===== config.mk =====
export PLATFORM = sky130hd
export DESIGN_NAME = rr_mux_arbiter
export DESIGN_NICKNAME = d
export VERILOG_FILES = /design/src/rtl/rr_mux_arbiter.sv
export SDC_FILE = /design/constraint.sdc
export NUM_CORES = 1
export LEC_CHECK = 0
export ABC_AREA = 1
export BUFFER_PORTS_ARGS = -buffer_cell sky130_fd_sc_hd__buf_2
export CAP_MARGIN = 20
export CELL_PAD_IN_SITES_DETAIL_PLACEMENT = 0
export CELL_PAD_IN_SITES_GLOBAL_PLACEMENT = 2
export CORE_MARGIN = 3
export CORE_UTILIZATION = 30
export CTS_CLUSTER_DIAMETER = 200
export DETAILED_ROUTE_END_ITERATION = 10
export PLACE_DENSITY = 0.79
export SLEW_MARGIN = 25
export SYNTH_ARGS = -nofsm -noshare
export SYNTH_HDL_FRONTEND = slang
export SYNTH_SLANG_ARGS = --single-unit
export TNS_END_PERCENT = 5

===== constraint.sdc =====
create_clock -name clk -period 2.7 [get_ports clk]
set_input_delay 0.27 -clock clk [delete_from_list [all_inputs] [get_ports clk]]
set_output_delay 0.27 -clock clk [all_outputs]
set_load 0.01 [all_outputs]

===== src/rtl/rr_mux_arbiter.sv =====
// Round-robin owner of a shared 4:1 mux channel. Drives the registered selects and
// gates the owner's data bit onto Y. A hold limit stops any single requester from starving the rest.
module rr_mux_arbiter #(
    parameter int MAX_HOLD = 4,
    parameter int CW       = 3
) (
    input  logic       clk,
    input  logic       rst,
    input  logic [3:0] req,
    input  logic [3:0] D,
    output logic [3:0] grant,
    output logic       S1,
    output logic       S0,
    output logic       Y,
    output logic       busy
);

    typedef enum logic {
        IDLE  = 1'b0,
        GRANT = 1'b1
    } state_t;

    state_t          state_q, state_d;
    logic [3:0]      grant_q, grant_d;
    logic [1:0]      sel_q, sel_d;
    logic [CW-1:0]   cnt_q, cnt_d;
    logic [1:0]      last_q, last_d;
    logic [1:0]      pick;

    // First requester found scanning last+1 .. last+4, wrapping modulo 4.
    function automatic logic [1:0] rr_pick(input logic [3:0] r, input logic [1:0] last);
        logic [1:0] idx;
        logic [1:0] sel;
        logic       found;
        sel   = 2'd0;
        found = 1'b0;
        for (int k = 1; k <= 4; k++) begin
            idx = last + k[1:0];
            if (!found && r[idx]) begin
                sel   = idx;
                found = 1'b1;
            end
        end
        return sel;
    endfunction

    assign pick = rr_pick(req, last_q);

    always_comb begin
        state_d = state_q;
        grant_d = grant_q;
        sel_d   = sel_q;
        cnt_d   = cnt_q;
        last_d  = last_q;
        case (state_q)
            IDLE: begin
                if (|req) begin
                    grant_d = 4'b0001 << pick;
                    sel_d   = pick;
                    cnt_d   = CW'(1);
                    state_d = GRANT;
                end
            end
            GRANT: begin
                // Release always passes through IDLE, so a handover costs one dead cycle.
                if (!req[sel_q] || (cnt_q == CW'(MAX_HOLD))) begin
                    grant_d = 4'b0000;
                    last_d  = sel_q;
                    cnt_d   = '0;
                    state_d = IDLE;
                end else begin
                    cnt_d = cnt_q + CW'(1);
                end
            end
            default: begin
                state_d = IDLE;
                grant_d = 4'b0000;
                cnt_d   = '0;
            end
        endcase
    end

    always_ff @(posedge clk or posedge rst) begin
        if (rst) begin
            state_q <= IDLE;
            grant_q <= 4'b0000;
            sel_q   <= 2'd0;
            cnt_q   <= '0;
            last_q  <= 2'd3;
        end else begin
            state_q <= state_d;
            grant_q <= grant_d;
            sel_q   <= sel_d;
            cnt_q   <= cnt_d;
            last_q  <= last_d;
        end
    end

    assign grant = grant_q;
    assign S1    = sel_q[1];
    assign S0    = sel_q[0];
    assign busy  = (state_q == GRANT);
    assign Y     = (|grant_q) ? D[sel_q] : 1'b0;

endmodule


**Word level (Yosys, flattened, before mapping)**

Cells that the tools add are included.
Widths: inputs -> output; s select.

- Bits in latches: 0
- Logic and storage cells: 61
- Output and inout port bits: 8
- Input port bits: 10
- Bits in read-only memories: 0
- Bits in writable memories: 0
- Register bits after elaboration: 12
- Memories kept: 0

- Shift operators: 1
- Bitwise gates (word level): 1
- $mul: 0
- Muxes and demuxes: 29
- Reduce and logical (&&, ||, !) cells: 13
- Order comparisons: 5
- Div/mod/pow operators: 0
- Add/subtract/negate cells: 4
- Equality and inequality tests: 3

Operator list:

| kind | number |
|---|---|
| $lt 2x3->1 const B | 5 |
| $bmux 1 s2 | 6 |
| $mux 1 | 12 |
| $mux 2 | 4 |
| $mux 4 | 2 |
| $pmux 4 s2 | 1 |
| $reduce_or 4->1 | 2 |
| $mux 3 | 2 |
| $pmux 3 s2 | 1 |
| $reduce_and 2->1 | 3 |
| $add 2x2->2 const B | 2 |
| $logic_not 1->1 | 4 |
| $shl 1x2->4 const A | 1 |
| $add 3x1->3 const B | 1 |
| $eq 3x3->1 const B | 1 |
| $logic_and 1x1->1 | 3 |
| $add 2x1->2 const B | 1 |
| $ne 2x1->1 const B | 1 |
| $ne 2x2->1 const B | 1 |
| $pmux 1 s2 | 1 |
| $logic_or 1x1->1 | 1 |
| $not 1->1 | 1 |

**Longest topological paths before layout**

- Depth in word-level cells: 16
- Gate-level depth with buffers: 12
- Gate-level depth less buffers: 12

**Least setup slack after synthesis**

No wires, ideal clock.

- Path type: reg-to-reg
- From: register last_q[0]
- To: register sel_q[0]
- Library setup time: 133 ps
- Path slack: 1245 ps
- Required time: 2567 ps
- Arrival: 1323 ps
- Buffers on the path: 1
- Stages on the path, launching flop included: 11
- Clock period less this slack: 1455 ps
- Path through: dfstp_2 buf_6 nand2_1 nand3_1 nand2_1 o21bai_1 nand2_1 nand2_1 nand2_2 nand2_1 o21ai_0

- Word-level cells in the longest chain between the ends: 13

RTL lines:

| element | RTL line | text |
|---|---|---|
| from (decl) | 27 | `logic [1:0] last_q, last_d;` |
| from (signal assigned) | 95 | `last_q <= last_d;` |
| $add 2x1->2 | 38 | `idx = last + k[1:0];` |
| $bmux 1 s2 | 39 | `if (!found && r[idx]) begin` |
| $mux 1 (implied by the code) | 39 |  |
| $mux 1 | 39 |  |
| $logic_not 1->1 | 39 |  |
| $logic_and 1x1->1 | 39 |  |
| $mux 1 | 39 |  |
| $logic_not 1->1 | 39 |  |
| $logic_and 1x1->1 | 39 |  |
| $mux 1 | 39 |  |
| $logic_not 1->1 | 39 |  |
| $logic_and 1x1->1 | 39 |  |
| $mux 2 * | 39 |  |
| to (signal assigned) | 93 | `sel_q <= sel_d;` |
| to (decl) | 25 | `logic [1:0] sel_q, sel_d;` |

Mark *: on every way between the ends. The rest lies on a longest branch, timed or not. The select of a mux whose other input is x is not followed.
A chain may end at the register's enable or synchronous reset.

**Worst setup path after layout**

Same ends and word-level chain as after synthesis.

==> summary.txt <==
GRT
  • Vias in the first global route: 841
  • GRT Util Overall: 14.20%
  • First-pass GRT wire length: 3884 µm
  • Initial antenna violation count: 0
  • Pin count of the biggest net entering global routing: 14
  • Grt ovf: 0

STA
  • Setup TNS: 0 ps
  • Setup ws final: 941.3 ps
  • Period utilization: 65.14%
  • # setup viols final: 0
  • Period minus WS final: 1759 ps
  • Slew Limit Headroom: 63.66%
  • Hold Fails Final Rpt: 0
  • Clk_skew: 7.845 ps
  • Max frequency: 568.6 MHz
  • RSZ-0062 raised after global routing: no
  • Worst Tran Pin Value: 540.1 ps
  • Max Slew Vio Count: 0

Synth
  • Gate count after technology mapping: 135
  • Seq/Total Area, Yosys: 34.38%
  • Post-Syn Area: 880.8 µm²
  • Flops & latches, synth: 12
  • Synthesized area per cell: 6.525 µm²
  • Synth cell types: 21
  • Syn Nets: 147
  • Total number of yosys warnings: 0

Setup path
  • Crit path max fanout: 13
  • CP Cell Sequence: inv_2 -> nand2_1 -> nand2_1 -> nand2_2 -> nand2_2 -> o21bai_1 -> nand2_1 -> nand2_1 -> nand2_2 -> nand2_1 -> o21ai_0
  • Slowest stage delay, CP: 660 ps
  • CP arrival: 1900 ps
  • WP buf/inv: 1
  • Top delay family on crit path: flip-flops
  • CP Capture Type: flop
  • Critical path required time: 2840 ps
  • Setup CP Type: flop to flop
  • Cell mode on critical path: nand2_1
  • Crit start category: flop
  • Slowest-stage cell, CP: dfstp_2

Min path
  • Worst Hold Class: input pin to async pin

Power and ir drop
  • Pwr Density: 1140 mW/mm²
  • Clock share of power: 10.2%
  • Combinational share of power: 59.2%
  • Internal Power: 560.6 µW
  • Worst vdd ir: 0.5284 mV
  • Design Power: 1162 µW
  • Sw Ratio: 51.76%
  • Share of power burned in registers: 30.6%
  • Switching Power: 601.6 µW
  • Leakage: 0.0005627 µW

Final layout
  • Most common cell after layout, fill and taps aside: nand2_1
  • FF/Latch Area: 302.8 µm²
  • Antenna diodes: 0
  • Most frequent cells in the layout: nand2_1 (52), buf_2 (17), inv_1 (13), o21ai_0 (10), dfrtp_1 (10)
  • Non-Filler Instances: 186
  • Synth-to-Final Area Change: 15.77%
  • Area of the multi-input gates: 503.0 µm²
  • Fill count: 334
  • Nets: 168
  • Share of layout cells above drive strength 1: 23.23%

Clock network
  • Hold_buf cts: 0
  • Post-CTS Resized: 0
  • CTS tree: yes
  • Clock slew at reported path FFs: 80 ps
  • TritonCTS Buffers: 3
  • Buffers from clock root to sink, at most: 2
  • Clock root buffer: clkbuf_4
  • Clock sinks: 12
  • Post-CTS setup buffers: 0
  • Clock Latency Late Sink: 270 ps
  • H-tree Lvls: 1

Placement
  • Post-Place Cells: 182
  • Port bufs: 17
  • Dpl hpwl: 1783 µm
  • GPL Wtd Cong: 0.7874
  • Post-placement setup slack: 955.4 ps

Detailed routing
  • Drt drc: 0
  • DR vias/cell: 4.796
  • Routed WL: 2211 µm
  • Total iterations of the first detailed-routing run: 4
  • Vias: 892
  • 1st-iter DRT viols: 32
  • Final antenna-violating net count: 0
  • Routed length per instance: 11.89 µm

Floorplanning
  • Die Y: 60.19 µm
  • # rows: 19
  • Die width: 60.19 µm
  • Number of I/O pins: 18
  • Starting Density: 31.67%
  • Placeable Area: 0.002781 mm²
  • Die area: 0.003622 mm²

Run status
  • Status: finished clean

Run
  • Max-cap viol count: 0
==> worst register-to-register path, cell delays in order, from the launching register on <==
cell and delay, ps:
dfstp_2 660, inv_2 130, nand2_1 90, nand2_1 90, nand2_2 90, nand2_2 70, o21bai_1 120, nand2_1 70
nand2_1 100, nand2_2 90, nand2_1 60, o21ai_0 70
==> area by class of cell <==
| type | instances | share of cell area (%) |
|---|---|---|
| Multi-Input combinational cell | 105 | 49.33 |
| Sequential cell | 12 | 29.69 |
| Timing Repair Buffer | 17 | 8.344 |
| Inverter | 17 | 6.258 |
| Tap cell | 31 | 3.804 |
| Clock buffer | 4 | 2.577 |
==> routing by layer <==
layer,vias to the layer above,share of wire [%],GRT usage [%],wire length [µm]
met2,6,51,23.61,1118
li1,471,-,-,-
met4,0,0.45,4.747,10
met5,-,0,0,0
met3,2,2.1,1.296,46
met1,413,47,19.07,1035
==> registers in the layout, summed over array words and instances (netlist names) <==
name    flops
sel_q       2
busy        1
cnt_q       3
last_q      2
grant       4
==> Yosys cell counts <==
master,number,area share [%]
ha_1,2,2.8
nor2_2,2,1.4
o21ai_1,2,1.1
inv_2,4,1.7
xnor2_1,1,0.99
a21oi_2,1,0.99
buf_6,1,1.3
nand4_1,4,2.8
o21bai_1,1,0.85
inv_1,13,5.5
nand3_2,1,1.1
o21ai_0,10,5.7
dfrtp_1,10,28
nand2_2,6,4.3
o21a_1,2,1.7
a21oi_1,3,1.7
nor4_1,2,1.4
nand2_1,52,22
nor2_1,8,3.4
dfstp_2,2,6.0
nand3_1,8,4.5
==> logic make-up after synthesis <==
family	Yosys count	share of synthesized area (%)
and+or+nand+nor	83	41.19
adders and majority gates	2	2.840
AOI/OAI and AO/OA	19	12.07
xor gates and xnor gates	1	0.9945
DFF	12	34.37
buffers and inverters	18	8.523
==> path summary, 6_finish.rpt <==
path | startpoint | to | slack (ps) | cells after the start
max | last_q[0] | sel_q[0] | 940 | 11
min | rst | grant[2] | 10 | 2
max reg2reg | last_q[0] | sel_q[0] | 940 | 11
min reg2reg | grant[1] | grant[1] | 520 | 2
max in group asynchronous | rst | last_q[0] | 2320 | 2
min in group clk | req[1] | cnt_q[2] | 380 | 4
==> per-stage QoR <==
| stage | hold slack, ps | instance area (µm²) | utilization (%) |
|---|---|---|---|
| 2_1_floorplan | 133.3 | 880.8 | - |
| 3_3_place_gp | 315.4 | 993.5 | 35.72 |
| 3_5_place_dp | 321.3 | 993.5 | 35.72 |
| 4_1_cts | 10.67 | 1020 | 36.66 |
| 5_1_grt | 28.27 | 1020 | 36.66 |
| 6_report | 11.19 | 1020 | 36.66 |
==> power groups by stage <==
stage                     registers [µW]  clock network [µW]  logic (µW)
final                                355                 119         688
after CTS                            358                 130         697
after global routing                 374                 136         816
after global placement               362                   0         696
after detailed placement             361                   0         694
after floorplan                      343                   0         535
Note: power is estimated with default switching activity, not from simulation.
